### src/rtl/inst_fetch_buf_pkg.sv
// rtl/inst_fetch_buf_pkg.sv - shared types and constants for the instruction fetch buffer
package inst_fetch_buf_pkg;

  localparam int INST_W = 32;
  localparam int PC_W   = 32;
  localparam logic [PC_W-1:0] PC_STEP = 32'd4;

  // Fetch sequencer states: no request, request whose word is kept, request whose word is thrown away.
  typedef enum logic [1:0] {
    ST_IDLE  = 2'd0,
    ST_REQ   = 2'd1,
    ST_DRAIN = 2'd2
  } fetch_state_e;

  // One queued instruction: PC in the upper half, instruction word in the lower half.
  typedef struct packed {
    logic [PC_W-1:0]   pc;
    logic [INST_W-1:0] inst;
  } fetch_entry_t;

  // Redirect targets are word addresses; the byte offset is dropped.
  function automatic logic [PC_W-1:0] align_pc(input logic [PC_W-1:0] pc);
    return {pc[PC_W-1:2], 2'b00};
  endfunction

endpackage

### src/rtl/inst_fetch_buf_fetch_fifo.sv
// rtl/inst_fetch_buf_fetch_fifo.sv - synchronous FIFO of {pc, inst} entries with clear
module fetch_fifo
  import inst_fetch_buf_pkg::*;
#(
  parameter  int DEPTH = 4,
  localparam int AW    = $clog2(DEPTH),
  localparam int CW    = AW + 1
) (
  input  logic         clk,
  input  logic         rst,
  input  logic         i_push,
  input  fetch_entry_t i_entry,
  input  logic         i_pop,
  input  logic         i_clear,
  output logic [CW-1:0] o_count,
  output fetch_entry_t o_head
);

  fetch_entry_t  r_mem [DEPTH];
  logic [AW-1:0] r_wr_ptr;
  logic [AW-1:0] r_rd_ptr;
  logic [CW-1:0] r_count;

  // Pointer/count bookkeeping and entry storage; clear wins over push and pop.
  always_ff @(posedge clk or negedge rst) begin
    if (!rst) begin
      r_wr_ptr <= '0;
      r_rd_ptr <= '0;
      r_count  <= '0;
      for (int i = 0; i < DEPTH; i++) begin
        r_mem[i] <= '0;
      end
    end else if (i_clear) begin
      r_wr_ptr <= '0;
      r_rd_ptr <= '0;
      r_count  <= '0;
    end else begin
      if (i_push) begin
        r_mem[r_wr_ptr] <= i_entry;
        r_wr_ptr        <= r_wr_ptr + AW'(1);
      end
      if (i_pop) begin
        r_rd_ptr <= r_rd_ptr + AW'(1);
      end
      r_count <= r_count + CW'(i_push) - CW'(i_pop);
    end
  end

  assign o_count = r_count;
  assign o_head  = r_mem[r_rd_ptr];

endmodule

### src/rtl/inst_fetch_buf.sv
// rtl/inst_fetch_buf.sv - sequential instruction prefetcher with flush redirect and decode-side FIFO
module inst_fetch_buf
  import inst_fetch_buf_pkg::*;
#(
  parameter int              DEPTH    = 4,
  parameter logic [PC_W-1:0] RESET_PC = 32'h0000_0000
) (
  input  logic              clk,
  input  logic              rst,
  output logic              mem_req,
  output logic [PC_W-1:0]   mem_addr,
  input  logic              mem_ack,
  input  logic [INST_W-1:0] mem_rdata,
  input  logic              flush,
  input  logic [PC_W-1:0]   flush_pc,
  output logic              inst_valid,
  output logic [INST_W-1:0] inst,
  output logic [PC_W-1:0]   inst_pc,
  input  logic              inst_ready
);

  localparam int CW = $clog2(DEPTH) + 1;

  fetch_state_e    r_state;
  fetch_state_e    w_state_next;
  logic [PC_W-1:0] r_fpc;
  logic [PC_W-1:0] w_fpc_next;
  logic            r_mem_req;
  logic [PC_W-1:0] r_mem_addr;
  logic [PC_W-1:0] w_addr_next;

  logic            w_ack;
  logic            w_push;
  logic            w_pop;
  logic [CW-1:0]   w_count;
  logic [CW-1:0]   w_count_next;
  logic            w_room;
  logic [PC_W-1:0] w_flush_pc;
  logic [PC_W-1:0] w_fpc_inc;
  fetch_entry_t    w_push_entry;
  fetch_entry_t    w_head;

  // An ack only means something while a request is actually on the bus.
  assign w_ack        = mem_ack & r_mem_req;
  assign w_flush_pc   = align_pc(flush_pc);
  assign w_fpc_inc    = r_fpc + PC_STEP;
  assign w_push       = (r_state == ST_REQ) && w_ack && !flush;
  assign w_pop        = inst_valid && inst_ready && !flush;
  assign w_count_next = flush ? '0 : (w_count + CW'(w_push) - CW'(w_pop));
  assign w_room       = (w_count_next < CW'(DEPTH));
  assign w_push_entry = '{pc: r_fpc, inst: mem_rdata};

  // Next fetch state, fetch pointer and bus address; flush outranks everything else.
  always_comb begin
    w_state_next = r_state;
    w_fpc_next   = r_fpc;
    w_addr_next  = r_mem_addr;
    case (r_state)
      ST_IDLE: begin
        if (flush) begin
          w_fpc_next   = w_flush_pc;
          w_addr_next  = w_flush_pc;
          w_state_next = ST_REQ;
        end else if (w_room) begin
          w_addr_next  = r_fpc;
          w_state_next = ST_REQ;
        end
      end
      ST_REQ: begin
        if (flush && w_ack) begin
          // Returning word belongs to the old stream; start the redirect right away.
          w_fpc_next   = w_flush_pc;
          w_addr_next  = w_flush_pc;
          w_state_next = ST_REQ;
        end else if (flush) begin
          // Request must still complete on the bus; its word will be dropped.
          w_fpc_next   = w_flush_pc;
          w_state_next = ST_DRAIN;
        end else if (w_ack) begin
          w_fpc_next = w_fpc_inc;
          if (w_room) begin
            w_addr_next = w_fpc_inc;
          end else begin
            w_state_next = ST_IDLE;
          end
        end
      end
      ST_DRAIN: begin
        if (w_ack) begin
          w_fpc_next   = flush ? w_flush_pc : r_fpc;
          w_addr_next  = flush ? w_flush_pc : r_fpc;
          w_state_next = ST_REQ;
        end else if (flush) begin
          w_fpc_next = w_flush_pc;
        end
      end
      default: begin
        w_state_next = ST_IDLE;
      end
    endcase
  end

  // Fetch sequencer registers; mem_req follows the next state so it is glitch-free.
  always_ff @(posedge clk or negedge rst) begin
    if (!rst) begin
      r_state    <= ST_IDLE;
      r_fpc      <= RESET_PC;
      r_mem_req  <= 1'b0;
      r_mem_addr <= RESET_PC;
    end else begin
      r_state    <= w_state_next;
      r_fpc      <= w_fpc_next;
      r_mem_req  <= (w_state_next != ST_IDLE);
      r_mem_addr <= w_addr_next;
    end
  end

  fetch_fifo #(
    .DEPTH (DEPTH)
  ) u_fifo (
    .clk     (clk),
    .rst     (rst),
    .i_push  (w_push),
    .i_entry (w_push_entry),
    .i_pop   (w_pop),
    .i_clear (flush),
    .o_count (w_count),
    .o_head  (w_head)
  );

  assign mem_req    = r_mem_req;
  assign mem_addr   = r_mem_addr;
  assign inst_valid = (w_count != '0);
  assign inst       = w_head.inst;
  assign inst_pc    = w_head.pc;

endmodule

### config.mk
export PLATFORM = sky130hd
export DESIGN_NAME = inst_fetch_buf
export DESIGN_NICKNAME = d
export VERILOG_FILES = /design/src/rtl/inst_fetch_buf_pkg.sv /design/src/rtl/inst_fetch_buf_fetch_fifo.sv /design/src/rtl/inst_fetch_buf.sv
export SDC_FILE = /design/constraint.sdc
export NUM_CORES = 1
export LEC_CHECK = 0
export BUFFER_PORTS_ARGS = -buffer_cell sky130_fd_sc_hd__buf_2
export CAP_MARGIN = 30
export CORE_ASPECT_RATIO = 0.5
export CORE_UTILIZATION = 28
export DETAILED_ROUTE_END_ITERATION = 12
export PLACE_DENSITY = 0.52
export SETUP_SLACK_MARGIN = 0.2
export SLEW_MARGIN = 20
export SYNTH_ARGS = -nofsm -noshare
export SYNTH_HDL_FRONTEND = slang
export SYNTH_SLANG_ARGS = --single-unit
### constraint.sdc
create_clock -name clk -period 3.3 [get_ports clk]
set_input_delay 0.66 -clock clk [delete_from_list [all_inputs] [get_ports clk]]
set_output_delay 0.66 -clock clk [all_outputs]
set_load 0.01 [all_outputs]
==> impl_summary.txt, run 1 <==
----------------------------------------------------
[Routing]
  Via Count ... ~11k
  Final routed wirelength across all metal layers ... 43220 µm
  Post-route antenna net violation count ... 0
  Final routed wire length divided by cell count ... ~20 µm
  Number of design-rule violations left by the first detailed-router iteration ... 680
  Number of vias per cell ... roughly 5
  DRC Markers ... 4
  Number of iterations in the first detailed-routing pass ... 11

[Global routing]
  Global route overflow ... 0
  Antenna violations before repair ... 0
  Wire length of the first global-routing pass ... between 60000 and 70000 µm
  Total track usage ... 0.1461
  Number of global-route vias before repair ... between 10k and 15k
  Largest net degree at the start of global routing ... between 70 and 80

[Setup path]
  Setup crit start kind ... flip-flop
  Signal arrival time at the worst endpoint ... around 3.4 ns
  Crit Path Class ... flip-flop to flip-flop
  Worst Setup End Kind ... flip-flop
  Register-to-register path setup slack ... ~0.33 ns
  Data required, critical path ... ~3.7 ns
  Maximum fanout count along the critical path ... 6

[CTS]
  Number of buffers inserted by hold repair at cts ... 0
  Clock Sinks ... 330
  Clock Tree Root ... sky130_fd_sc_hd__clkbuf_16
  Clock latency reported for the late side of the worst-skew pair ... 0.54 ns
  CTS tree ... done
  Maximum count of clock buffers along a single path ... 3
  TritonCTS buffer count ... 35
  Number of H-tree branching levels ... 2
  Clock slew at the register clock pins of the worst setup and hold paths ... 0.06 ns

[Layout]
  Final net count ... between 1k and 1.5k
  Number of fill cells in the layout ... between 5k and 6k
  Commonest cells after routing, fill and taps aside ... sky130_fd_sc_hd__dfrtp_1 (328), sky130_fd_sc_hd__mux2_2 (236), sky130_fd_sc_hd__buf_2 (163), sky130_fd_sc_hd__mux4_2 (64), sky130_fd_sc_hd__nand2_1 (54)
  Number of antenna repair diodes ... 0
  Summed area of non-filler cells in the final layout ... approximately 0.019 mm²
  Share of layout cells above drive strength 1 ... 0.4348
  Most common library cell in the layout ignoring fill and taps ... sky130_fd_sc_hd__dfrtp_1
  Area overhead of the layout relative to synthesis ... 18.62%

[Yosys]
  Post-synthesis instance area ... ~0.016 mm²
  Number of warnings issued by yosys ... 0
  Part of the Yosys area used for sequential elements ... 0.5104
  Syn Inst Count ... 1234
  Number of synthesized flops with an enable pin ... 0
  Synthesized flop and latch total ... between 300 and 400
  Ys async rst share ... 1.000
  Most used DFF post-synth ... sky130_fd_sc_hd__dfrtp_1
  Nets in the synthesized netlist ... about 1.3k
  Mapped Avg Cell Area ... 13.11 µm²
  Netlist cell types ... 71
  Post-synth top area cell ... sky130_fd_sc_hd__dfrtp_1
  Share of Yosys cell area claimed by the top area cell type ... 0.5104
  Leading cell types by total area after synthesis ... sky130_fd_sc_hd__dfrtp_1 (51%), sky130_fd_sc_hd__mux2_2 (16%), sky130_fd_sc_hd__mux4_2 (8.9%), sky130_fd_sc_hd__buf_6 (1.7%), sky130_fd_sc_hd__mux2_1 (1.5%)

[STA]
  Pin slew with the least headroom to its limit ... 0.7674 ns
  Unrepaired setup endpoints after global routing ... no
  Number of pins exceeding their max-slew limit in the final report ... 0
  Worst slack on hold paths ... ~0.09 ns
  Peak clock frequency supported by timing ... around 340 MHz
  Largest clock skew in the final design ... between 0.03 and 0.04 ns
  Final count of hold timing violations ... 0
  Minimum setup slack in the final design ... 0.3268 ns
  Max-slew headroom ... 0.4850
  Final setup violation count ... 0
  Period Utilization, post-route ... 0.9010
  Crit path time final ... about 3.0 ns

[Power and ir drop]
  Clock network power share ... 0.221
  Switching power total ... around 6.3 mW
  Switching Fraction ... 0.3645
  Leakage ... about 8.6 nW
  Sum of internal, switching and leakage power ... 17.23 mW
  Int Power ... roughly 11 mW
  Proportion of power drawn by combinational gates ... 0.392
  IR Drop Worst-Case VDD ... just under 0.4 mV
  Seq pwr share ... 0.387
  PD cells ... approximately 900 mW/mm²

[Floorplan]
  Initial standard-cell utilization of the core ... 0.2872
  X dimension of the die ... about 340 µm
  Row cnt ... 61
  Top Ports ... around 170
  Die area ... 0.05880 mm²
  Vert. Die Dim ... roughly 170 µm
  Core area ... between 0.05 and 0.06 mm²

[Placement]
  Placed wire-length estimate after detailed placement ... approximately 28000 µm
  Worst slack at placement ... -0.01287 ns
  Placed inst area ... 0.01795 mm²
  Final GP Congestion ... ~0.81
  Count of input and output buffers ... between 150 and 200

[Status]
  Result of the run ... finished, violations left
  Violated checks ... design-rule violations

[Flow run]
  Total of max-cap violations ... 0

[Min path]
  Hold crit path type ... input pin to async pin

----------------------------------------------------
-- area by class of cell --
cell class	count	area, µm²	share of cell area
Tap cell	756	945.9	0.04929
Inverter	12	45.04	0.002347
Sequential cell	330	8265	0.4307
Multi-Input combinational cell	781	7335	0.3822
Clock buffer	47	982.2	0.05118
Timing Repair Buffer	229	1524	0.07941
Clock inverter	13	93.84	0.004890
-- stage by stage --
stage / cells / setup TNS (ns) / util
2_1_floorplan: 1234 / 0 / -
6_report: 2168 / 0 / 0.3407
4_1_cts: 2157 / 0 / 0.3378
3_5_place_dp: 2097 / -0.03523 / 0.3186
5_1_grt: 2168 / 0 / 0.3407
3_3_place_gp: 2097 / 0 / 0.3186
-- flip-flops by register name, indices dropped and copies added, names as in the netlist --
signal           count
u_fifo.r_mem       256
u_fifo.r_wr_ptr      2
r_fpc               32
u_fifo.o_count       3
mem_req              1
r_state              2
u_fifo.r_rd_ptr      2
mem_addr            32
-- worst max-delay path: stages, from the launching register on --
cell and delay, ns:
sky130_fd_sc_hd__dfrtp_1 0.38, sky130_fd_sc_hd__or3_4 0.41, sky130_fd_sc_hd__nand2_4 0.08, sky130_fd_sc_hd__nor2_4 0.04, sky130_fd_sc_hd__ha_4 0.20, sky130_fd_sc_hd__inv_1 0.05, sky130_fd_sc_hd__ha_1 0.13, sky130_fd_sc_hd__inv_1 0.05
sky130_fd_sc_hd__fa_2 0.32, sky130_fd_sc_hd__xor3_1 0.23, sky130_fd_sc_hd__nand2_4 0.14, sky130_fd_sc_hd__o211ai_4 0.10, sky130_fd_sc_hd__buf_6 0.17, sky130_fd_sc_hd__clkbuf_16 0.15, sky130_fd_sc_hd__buf_4 0.14, sky130_fd_sc_hd__a211o_1 0.28
-- routing by layer --
metal	vias up	track usage	part of all wire	wire length [µm]
li1	4933	-	-	-
met5	-	0	0	0
met3	74	0.02331	0.035	1518
met4	0	0.04561	0.024	1054
met2	181	0.2543	0.50	21810
met1	5621	0.1869	0.44	18840
-- final timing paths --
kind                       cells past startpoint         startpoint           endpoint
setup / recovery                              15  u_fifo.o_count[2]       mem_addr[14]
hold / removal                                 1                rst  u_fifo.r_mem[116]
setup reg to reg                              15  u_fifo.o_count[2]       mem_addr[14]
hold reg to reg                                2        mem_addr[1]        mem_addr[1]
max in group asynchronous                      2                rst   u_fifo.r_mem[99]
min in group clk                               3       flush_pc[30]          r_fpc[30]
-- cells by family after synthesis --
| kind of cell | share of synthesized area |
|---|---|
| multiplexers | 0.2804 |
| flip-flops | 0.5104 |
| AND/OR/NAND/NOR | 0.07827 |
| AO/OA/AOI/OAI | 0.07402 |
| buffers and inverters | 0.04285 |
| XOR/XNOR | 0.007424 |
| adder cells (fa/ha/maj) | 0.006651 |
-- power groups by stage --
stage | registers (mW) | logic [mW] | clock network (mW)
floorplan | 6.04 | 4.71 | 0
global placement | 6.71 | 6.42 | 0
detailed placement | 6.73 | 6.52 | 0
CTS | 6.66 | 6.54 | 3.93
global route | 6.89 | 7.37 | 4.10
finish | 6.67 | 6.76 | 3.80
-- cell usage after synthesis (6+ instances only) --
cell / number
sky130_fd_sc_hd__mux2i_1: 20
sky130_fd_sc_hd__nand4_1: 16
sky130_fd_sc_hd__and3_1: 14
sky130_fd_sc_hd__o22ai_1: 18
sky130_fd_sc_hd__o21ai_1: 8
sky130_fd_sc_hd__and4_1: 11
sky130_fd_sc_hd__a221o_1: 6
sky130_fd_sc_hd__nor4_1: 11
sky130_fd_sc_hd__nand2_1: 57
sky130_fd_sc_hd__a211oi_1: 10
sky130_fd_sc_hd__o211ai_1: 6
sky130_fd_sc_hd__nor3_1: 23
sky130_fd_sc_hd__mux2_2: 236
sky130_fd_sc_hd__a21oi_1: 37
sky130_fd_sc_hd__inv_1: 10
sky130_fd_sc_hd__clkbuf_1: 52
sky130_fd_sc_hd__buf_2: 20
sky130_fd_sc_hd__nor2_1: 46
sky130_fd_sc_hd__buf_1: 9
sky130_fd_sc_hd__dfrtp_1: 330
sky130_fd_sc_hd__o21ai_0: 25
sky130_fd_sc_hd__mux2_1: 21
sky130_fd_sc_hd__nand3_1: 28
sky130_fd_sc_hd__buf_6: 25
sky130_fd_sc_hd__a31oi_1: 17
sky130_fd_sc_hd__mux4_2: 64
sky130_fd_sc_hd__xor2_1: 6
sky130_fd_sc_hd__and2_1: 16
sky130_fd_sc_hd__ha_1: 7
-- what timing repair did --
action / 4_1_cts / 5_1_grt
hold endpoints to repair: 0 / 0
setup buffers: 0 / 9
resized for setup: 1 / 11
pin swaps: 0 / 6
gates cloned: 0 / 2
endpoints found under the setup margin: 3 / 26
Note: power is estimated with default switching activity, not from simulation.
==> inputs of run 2 (changes only) <==
==> constraint.sdc (replaced) <==
create_clock -name clk -period 3.3 [get_ports clk]
set_input_delay 0 -clock clk [delete_from_list [all_inputs] [get_ports clk]]
set_output_delay 0 -clock clk [all_outputs]
set_load 0.01 [all_outputs]
==> impl_summary.txt, run 2 (same netlist as run 1, synthesis figures left out) <==
----------------------------------------------------
[Status]
  Result of the run ... finished, violations left (unchanged)
  Violated checks ... design-rule violations (unchanged)

[Setup path]
  Setup crit start kind ... flip-flop (unchanged)
  Data required, critical path ... 3.70 ns (was 3.73 ns)
  Worst reg2reg path depth ... 14 (was 15)
  Worst Setup End Kind ... flip-flop (unchanged)
  List of cells traversed by the critical path ... or3_4 > nand2_2 > nor2_1 > ha_1 > inv_1 > ha_1 > inv_1 > fa_2 > xor3_1 > nand2_4 > o211ai_4 > buf_12 > clkbuf_16 > a221o_1 (was or3_4 > nand2_4 > nor2_4 > ha_4 > inv_1 > ha_1 > inv_1 > fa_2 > xor3_1 > nand2_4 > o211ai_4 > buf_6 > clkbuf_16 > buf_4 > a211o_1)
  Library cell contributing the largest single delay on the critical path ... sky130_fd_sc_hd__or3_4 (unchanged)
  Crit Path Class ... flip-flop to flip-flop (unchanged)
  Max incr delay on CP ... 0.40 ns (was 0.41 ns)
  Maximum fanout count along the critical path ... 11 (was 6)
  Signal arrival time at the worst endpoint ... 3.43 ns (was 3.40 ns)

[CTS]
  Maximum count of clock buffers along a single path ... 3 (unchanged)
  TritonCTS buffer count ... 37 (was 35)
  Number of H-tree branching levels ... 2 (unchanged)
  Clock latency reported for the late side of the worst-skew pair ... 0.54 ns (about the same)
  Clock slew at the register clock pins of the worst setup and hold paths ... 0.06 ns (about the same)
  CTS tree ... done (unchanged)
  Clock Tree Root ... sky130_fd_sc_hd__clkbuf_16 (unchanged)
  Clock Sinks ... 330 (unchanged)

[STA]
  Minimum setup slack in the final design ... 0.2746 ns (was 0.3268 ns)
  Unrepaired setup endpoints after global routing ... yes (was no)
  Final setup violation count ... 0 (unchanged)
  Max-slew headroom ... 0.4323 (was 0.4850)
  Largest clock skew in the final design ... 0.02222 ns (was 0.03137 ns)
  Pin slew with the least headroom to its limit ... 0.8458 ns (was 0.7674 ns)
  Number of pins exceeding their max-slew limit in the final report ... 0 (unchanged)
  Period Utilization, post-route ... 0.9168 (was 0.9010)
  Crit path time final ... 3.025 ns (was 2.973 ns)
  Final count of hold timing violations ... 0 (unchanged)
  Peak clock frequency supported by timing ... 330.5 MHz (was 336.3 MHz)
  Total Negative Setup Slacks ... 0 ns (unchanged)

[Floorplan]
  Core area ... 0.05633 mm² (unchanged)
  Die area ... 0.05880 mm² (unchanged)
  Vert. Die Dim ... 172.0 µm (unchanged)
  X dimension of the die ... 341.9 µm (unchanged)
  Initial standard-cell utilization of the core ... 0.2872 (unchanged)
  Top Ports ... 167 (unchanged)
  Row cnt ... 61 (unchanged)

[Global routing]
  Total track usage ... 0.1483 (was 0.1461)
  Wire length of the first global-routing pass ... 68480 µm (was 67050 µm)
  Number of global-route vias before repair ... 11.52k (was 11.24k)
  Global route overflow ... 0 (unchanged)
  Antenna violations before repair ... 0 (unchanged)
  Largest net degree at the start of global routing ... 99 (was 71)

[Power and ir drop]
  Clock network power share ... 0.239 (was 0.221)
  Switching Fraction ... 0.3555 (was 0.3645)
  Int Power ... 11.26 mW (was 10.95 mW)
  Switching power total ... 6.207 mW (was 6.282 mW)
  Proportion of power drawn by combinational gates ... 0.379 (was 0.392)
  Seq pwr share ... 0.382 (was 0.387)
  Leakage ... 8.799 nW (was 8.571 nW)
  IR Drop Worst-Case VDD ... 0.3734 mV (was 0.3967 mV)
  PD cells ... 882.9 mW/mm² (was 898.0 mW/mm²)

[Layout]
  Most common library cell in the layout ignoring fill and taps ... sky130_fd_sc_hd__dfrtp_1 (unchanged)
  Final net count ... 1514 (was 1466)
  Max reg flops ... 256 (unchanged)
  Footprint of the multi-input gates ... 0.007311 mm² (was 0.007335 mm²)
  Area overhead of the layout relative to synthesis ... 22.27% (was 18.62%)
  Commonest cells after routing, fill and taps aside ... sky130_fd_sc_hd__dfrtp_1 (328), sky130_fd_sc_hd__mux2_2 (236), sky130_fd_sc_hd__buf_2 (163), sky130_fd_sc_hd__dlygate4sd3_1 (67), sky130_fd_sc_hd__mux4_2 (64) (was sky130_fd_sc_hd__dfrtp_1 (328), sky130_fd_sc_hd__mux2_2 (236), sky130_fd_sc_hd__buf_2 (163), sky130_fd_sc_hd__mux4_2 (64), sky130_fd_sc_hd__nand2_1 (54))
  Largest Register ... u_fifo.r_mem (unchanged)
  Number of fill cells in the layout ... 5556 (was 5568)
  Register area ... 0.008265 mm² (unchanged)
  Number of antenna repair diodes ... 0 (unchanged)
  Share of layout cells above drive strength 1 ... 0.4060 (was 0.4348)

[Routing]
  Number of design-rule violations left by the first detailed-router iteration ... 695 (was 680)
  Post-route antenna net violation count ... 0 (unchanged)
  Final routed wire length divided by cell count ... 19.63 µm (was 19.93 µm)
  Number of vias per cell ... 4.994 (was 4.986)
  DRC Markers ... 2 (was 4)
  Final routed wirelength across all metal layers ... 43450 µm (was 43220 µm)
  Number of iterations in the first detailed-routing pass ... 8 (was 11)
  Via Count ... 11.06k (was 10.81k)

[Placement]
  Placed wire-length estimate after detailed placement ... 27750 µm (was 28070 µm)
  Count of input and output buffers ... 164 (unchanged)
  Worst slack at placement ... 0.1179 ns (was -0.01287 ns)
  Final GP Congestion ... 0.7815 (was 0.8119)

[Flow run]
  Total of max-cap violations ... 0 (unchanged)

[Min path]
  Hold crit path type ... input pin to async pin (unchanged)

----------------------------------------------------
-- run 2: changes by cell type in the layout (fill, tap and decap cells not counted), sizes merged --
cell,before,now
clkinv,10,4
dlygate4sd3,0,67
bufinv,0,2
inv,12,11
clkbuf,49,55
clkinvlp,3,1
buf,227,207
-- run 2: repair_timing --
| item | in CTS | in global routing |
|---|---|---|
| hold buffers | 67 | 0 |
| endpoints found under the hold margin | 294 | 0 |
| endpoints found under the setup margin | 3 | 21 |
| buffers inserted | 0 | 4 |
| pin swaps | 0 | 1 |
| gates resized for setup | 1 | 9 |
| gates cloned | 0 | 1 |
-- run 2: final cells by class --
class,count,share of cell area
tap,756,0.04782
inverter,12,0.002277
clock buffer,54,0.05725
multi-input combinational,781,0.3696
timing repair buffer,275,0.1008
sequential,330,0.4179
clock inverter,6,0.004365
-- run 2: routing by layer --
metal / global-route usage / part of all wire / vias up
li1: - / - / 5016
met1: 0.1907 / 0.43 / 5779
met2: 0.2580 / 0.51 / 192
met3: 0.02298 / 0.035 / 70
met4: 0.04523 / 0.023 / 0
met5: 0 / 0 / -
-- run 2: worst paths after layout --
check | from | endpoint | slack [ns]
min | rst | u_fifo.r_mem[50] | 0.02
min reg2reg | mem_addr[1] | mem_addr[1] | 0.48
min in group clk | flush | u_fifo.o_count[1] | 0.05
max reg2reg | u_fifo.o_count[2] | mem_addr[30] | 0.27
max in group asynchronous | rst | u_fifo.r_mem[135] | 2.26
max | u_fifo.o_count[2] | mem_addr[30] | 0.27
-- run 2: metrics by stage --
step	instances	instance area (µm²)	total power, mW	util	hold slack, ns
after global placement	2081	17760	13.04	0.3153	0.02350
after global routing	2214	19780	18.62	0.3512	0.04104
after detailed placement	2081	17760	13.15	0.3153	0.02778
after CTS	2208	19660	17.50	0.3489	0.009085
after floorplan	1234	16200	10.73	-	-0.2956
final	2214	19780	17.46	0.3512	0.02254
-- run 2: critical path: cells and delay by family, from the launching register on --
| kind | cells | cell delay (ns) |
|---|---|---|
| AOI/OAI and AO/OA | 2 | 0.48 |
| DFF | 1 | 0.38 |
| adders and majority gates | 3 | 0.72 |
| xor gates and xnor gates | 1 | 0.23 |
| buffers and inverters | 4 | 0.44 |
| and+or+nand+nor | 4 | 0.67 |
-- run 2: power groups by stage --
stage          Sequential [mW]  Combinational [mW]  Clock (mW)
2_1_floorplan             6.04                4.69           0
3_3_place_gp              6.71                6.32           0
3_5_place_dp              6.73                6.42           0
4_1_cts                   6.67                6.50        4.33
5_1_grt                   6.90                7.23        4.49
6_report                  6.67                6.62        4.18
==> inputs of run 3 (changes only) <==
--- a/config.mk
+++ b/config.mk
@@ -15,4 +15,5 @@
 export SLEW_MARGIN = 20
 export SYNTH_ARGS = -nofsm -noshare
 export SYNTH_HDL_FRONTEND = slang
+export SYNTH_HIERARCHICAL = 1
 export SYNTH_SLANG_ARGS = --single-unit
==> impl_summary.txt, run 3 <==
----------------------------------------------------
[Status]
  Result of the run ... finished, final reports clean (was finished, violations left)

[Routing]
  Final routed wirelength across all metal layers ... 45710 µm (was 43450 µm)
  Post-route antenna net violation count ... 0 (unchanged)
  DRC Markers ... 0 (was 2)
  Via Count ... 11.19k (was 11.06k)
  Final routed wire length divided by cell count ... 20.13 µm (was 19.63 µm)
  Number of iterations in the first detailed-routing pass ... 7 (was 8)
  Number of design-rule violations left by the first detailed-router iteration ... 695 (unchanged)
  Number of vias per cell ... 4.928 (was 4.994)

[Layout]
  Area overhead of the layout relative to synthesis ... 20.56% (was 22.27%)
  Final net count ... 1508 (was 1514)
  Summed area of non-filler cells in the final layout ... 0.02071 mm² (was 0.01978 mm²)
  Share of layout cells above drive strength 1 ... 0.4204 (was 0.4060)
  Final core utilization ... 0.3457 (was 0.3512)
  Largest Register ... u_fifo/r_mem (was u_fifo.r_mem)
  Most common library cell in the layout ignoring fill and taps ... sky130_fd_sc_hd__dfrtp_1 (unchanged)
  Commonest cells after routing, fill and taps aside ... sky130_fd_sc_hd__dfrtp_1 (328), sky130_fd_sc_hd__mux2_4 (180), sky130_fd_sc_hd__buf_2 (163), sky130_fd_sc_hd__mux2_2 (76) (was sky130_fd_sc_hd__dfrtp_1 (328), sky130_fd_sc_hd__mux2_2 (236), sky130_fd_sc_hd__buf_2 (163), sky130_fd_sc_hd__dlygate4sd3_1 (67), sky130_fd_sc_hd__mux4_2 (64))
  Max reg flops ... 256 (unchanged)

[CTS]
  Clock Sinks ... 330 (unchanged)
  Post-CTS Resized ... 0 (was 1)
  Clock slew at the register clock pins of the worst setup and hold paths ... 0.06 ns (about the same)
  CTS tree ... done (unchanged)
  Number of buffers inserted by hold repair at cts ... 64 (was 67)
  Clock Tree Root ... sky130_fd_sc_hd__clkbuf_16 (unchanged)
  Maximum count of clock buffers along a single path ... 3 (unchanged)
  Clock latency reported for the late side of the worst-skew pair ... 0.54 ns (about the same)
  Number of H-tree branching levels ... 2 (unchanged)
  Number of buffers inserted to repair setup after CTS ... 0 (unchanged)
  TritonCTS buffer count ... 38 (was 37)

[Yosys]
  Part of the Yosys area used for sequential elements ... 0.4807 (was 0.5104)
  Syn Inst Count ... 1228 (was 1234)
  Synthesized flop and latch total ... 330 (unchanged)
  Cell types with the highest counts after synthesis ... sky130_fd_sc_hd__dfrtp_1 (330), sky130_fd_sc_hd__mux2_4 (180), sky130_fd_sc_hd__mux2_2 (76), sky130_fd_sc_hd__mux4_2 (64), sky130_fd_sc_hd__o21ai_0 (50) (was sky130_fd_sc_hd__dfrtp_1 (330), sky130_fd_sc_hd__mux2_2 (236), sky130_fd_sc_hd__mux4_2 (64), sky130_fd_sc_hd__nand2_1 (57), sky130_fd_sc_hd__clkbuf_1 (52))
  Post-synth top area cell ... sky130_fd_sc_hd__dfrtp_1 (unchanged)
  Leading cell types by total area after synthesis ... sky130_fd_sc_hd__dfrtp_1 (48%), sky130_fd_sc_hd__mux2_4 (16%), sky130_fd_sc_hd__mux4_2 (8.4%), sky130_fd_sc_hd__mux2_2 (5.0%), sky130_fd_sc_hd__buf_6 (2.2%) (was sky130_fd_sc_hd__dfrtp_1 (51%), sky130_fd_sc_hd__mux2_2 (16%), sky130_fd_sc_hd__mux4_2 (8.9%), sky130_fd_sc_hd__buf_6 (1.7%), sky130_fd_sc_hd__mux2_1 (1.5%))
  Ys async rst share ... 1.000 (unchanged)
  Share of Yosys cell area claimed by the top area cell type ... 0.4807 (was 0.5104)
  Library cell with the highest instance count after synthesis ... sky130_fd_sc_hd__dfrtp_1 (unchanged)
  Mapped Avg Cell Area ... 13.99 µm² (was 13.11 µm²)
  Netlist cell types ... 80 (was 71)
  Most used DFF post-synth ... sky130_fd_sc_hd__dfrtp_1 (unchanged)
  Number of synthesized flops with an enable pin ... 0 (unchanged)
  Post-synthesis instance area ... 0.01718 mm² (was 0.01618 mm²)
  Nets in the synthesized netlist ... 1307 (was 1311)
  Number of warnings issued by yosys ... 6 (was 0)

[STA]
  Pin slew with the least headroom to its limit ... 0.8689 ns (was 0.8458 ns)
  Final count of hold timing violations ... 0 (unchanged)
  Peak clock frequency supported by timing ... 346.4 MHz (was 330.5 MHz)
  Period Utilization, post-route ... 0.8748 (was 0.9168)
  Unrepaired setup endpoints after global routing ... no (was yes)
  Number of pins exceeding their max-slew limit in the final report ... 0 (unchanged)
  Total Negative Setup Slacks ... 0 ns (unchanged)
  Max-slew headroom ... 0.4193 (was 0.4323)
  Crit path time final ... 2.887 ns (was 3.025 ns)
  Largest clock skew in the final design ... 0.01884 ns (was 0.02222 ns)
  Final setup violation count ... 0 (unchanged)

[Setup path]
  Library cell contributing the largest single delay on the critical path ... sky130_fd_sc_hd__o41ai_1 (was sky130_fd_sc_hd__or3_4)
  List of cells traversed by the critical path ... or3_1 > and3_1 > ha_1 > inv_1 > ha_1 > a41oi_4 > mux2_2 > nand2_4 > o41ai_1 (was or3_4 > nand2_2 > nor2_1 > ha_1 > inv_1 > ha_1 > inv_1 > fa_2 > xor3_1 > nand2_4 > o211ai_4 > buf_12 > clkbuf_16 > a221o_1)
  Library cell appearing most often on the critical path ... sky130_fd_sc_hd__ha_1
  Crit Path Class ... flip-flop to flip-flop (unchanged)
  Worst Setup End Kind ... flip-flop (unchanged)
  Data required, critical path ... 3.72 ns (was 3.70 ns)
  Setup crit start kind ... flip-flop (unchanged)
  Maximum fanout count along the critical path ... 27 (was 11)
  RR Startpoint ... u_fifo/o_count[2] (was u_fifo.o_count[2])
  Max incr delay on CP ... 0.44 ns (was 0.40 ns)
  Crit path from ... u_fifo/o_count[2] (was u_fifo.o_count[2])
  Signal arrival time at the worst endpoint ... 3.31 ns (was 3.43 ns)

[Placement]
  Final GP Congestion ... 0.8097 (was 0.7815)
  Placed inst area ... 0.01869 mm² (was 0.01776 mm²)
  Count of input and output buffers ... 164 (unchanged)
  Placed wire-length estimate after detailed placement ... 29330 µm (was 27750 µm)

[Global routing]
  Global route overflow ... 0 (unchanged)
  Met3 capacity usage during global routing ... 0.02186 (was 0.02298)
  Met2 Usage GRT ... 0.2519 (was 0.2580)
  Antenna violations before repair ... 1 (was 0)
  Number of global-route vias before repair ... 11.81k (was 11.52k)
  Met1 GRT Util ... 0.1884 (was 0.1907)
  Wire length of the first global-routing pass ... 71760 µm (was 68480 µm)
  Total track usage ... 0.1458 (was 0.1483)
  Global route hottest layer ... met2 (unchanged)
  Largest net degree at the start of global routing ... 100 (was 99)

[Flow run]
  Total of max-cap violations ... 0 (unchanged)

[Min path]
  Source of the worst hold timing path ... flush
  Hold crit path type ... input pin to flip-flop (was input pin to async pin)

[Floorplan]
  Vert. Die Dim ... 177.2 µm (was 172.0 µm)
  Initial standard-cell utilization of the core ... 0.2868 (was 0.2872)
  X dimension of the die ... 352.3 µm (was 341.9 µm)
  Die area ... 0.06241 mm² (was 0.05880 mm²)
  Top Ports ... 167 (unchanged)
  Row cnt ... 63 (was 61)
  Core area ... 0.05991 mm² (was 0.05633 mm²)

[Power and ir drop]
  Leakage ... 9.864 nW (was 8.799 nW)
  Sum of internal, switching and leakage power ... 17.03 mW (was 17.46 mW)
  IR Drop Worst-Case VDD ... 0.3841 mV (was 0.3734 mV)
  PD cells ... 822.2 mW/mm² (was 882.9 mW/mm²)

----------------------------------------------------
run 3: final cells by class:
type                            instances  area [µm²]
Sequential cell                       330        8265
Tap cell                              812        1016
Clock inverter                         14       224.0
Fill cell                            5897       39200
Inverter                               14       52.55
Clock buffer                           55        1159
Timing Repair Buffer                  268        1897
Antenna cell                            1       2.502
Multi-Input combinational cell        777        8095
run 3: worst paths after layout:
path                                      endpoint  slack [ns]  cells past startpoint
worst min-delay path            u_fifo/r_rd_ptr[1]        0.02                      5
max in group asynchronous        u_fifo/r_mem[142]        2.29                      3
min in group asynchronous         u_fifo/r_mem[49]        0.09                      2
worst max-delay path                  mem_addr[11]        0.41                      9
worst min register to register    u_fifo/r_mem[14]        0.49                      1
worst max register to register        mem_addr[11]        0.41                      9
run 3: routing by layer:
metal	up-vias	routed length, µm	share of wire
met3	73	1527	0.033
li1	5050	-	-
met4	2	1171	0.026
met2	202	22940	0.50
met1	5864	20050	0.44
met5	-	14	0.00031
run 3: kinds of logic after synthesis:
kind of cell / count (synthesis) / share of synthesized area
adders and majority gates: 10 / 0.007720
muxes: 347 / 0.3074
and+or+nand+nor: 207 / 0.06985
xor gates and xnor gates: 10 / 0.005900
AOI/OAI and AO/OA: 203 / 0.08012
DFF: 330 / 0.4807
buffers and inverters: 121 / 0.04829
run 3: stage by stage:
| step | setup WS [ns] | hold WS (ns) | std cells |
|---|---|---|---|
| detailed placement | 0.4323 | 0.1073 | 2137 |
| CTS | 0.3990 | 0.008242 | 2270 |
| finish | 0.4131 | 0.02184 | 2271 |
| floorplan | 0.6134 | -0.2956 | 1228 |
| global route | 0.2175 | 0.05446 | 2270 |
| global placement | 0.4670 | 0.1037 | 2137 |
run 3: power breakdown:
group | total (mW) | internal [mW] | switching, mW
clock network | 4.63 | 2.91 | 1.72
logic | 6.10 | 3.02 | 3.08
registers | 6.29 | 5.08 | 1.21
total | 17.0 | 11.0 | 6.02
run 3: worst max-delay path, delay by kind of cell (launching register included):
kind            cells  cell delay [ns]
buf+inv             1             0.05
mux                 1             0.30
fa+ha+maj           2             0.46
compound gates      2             0.62
simple gates        3             0.89
flops               1             0.42
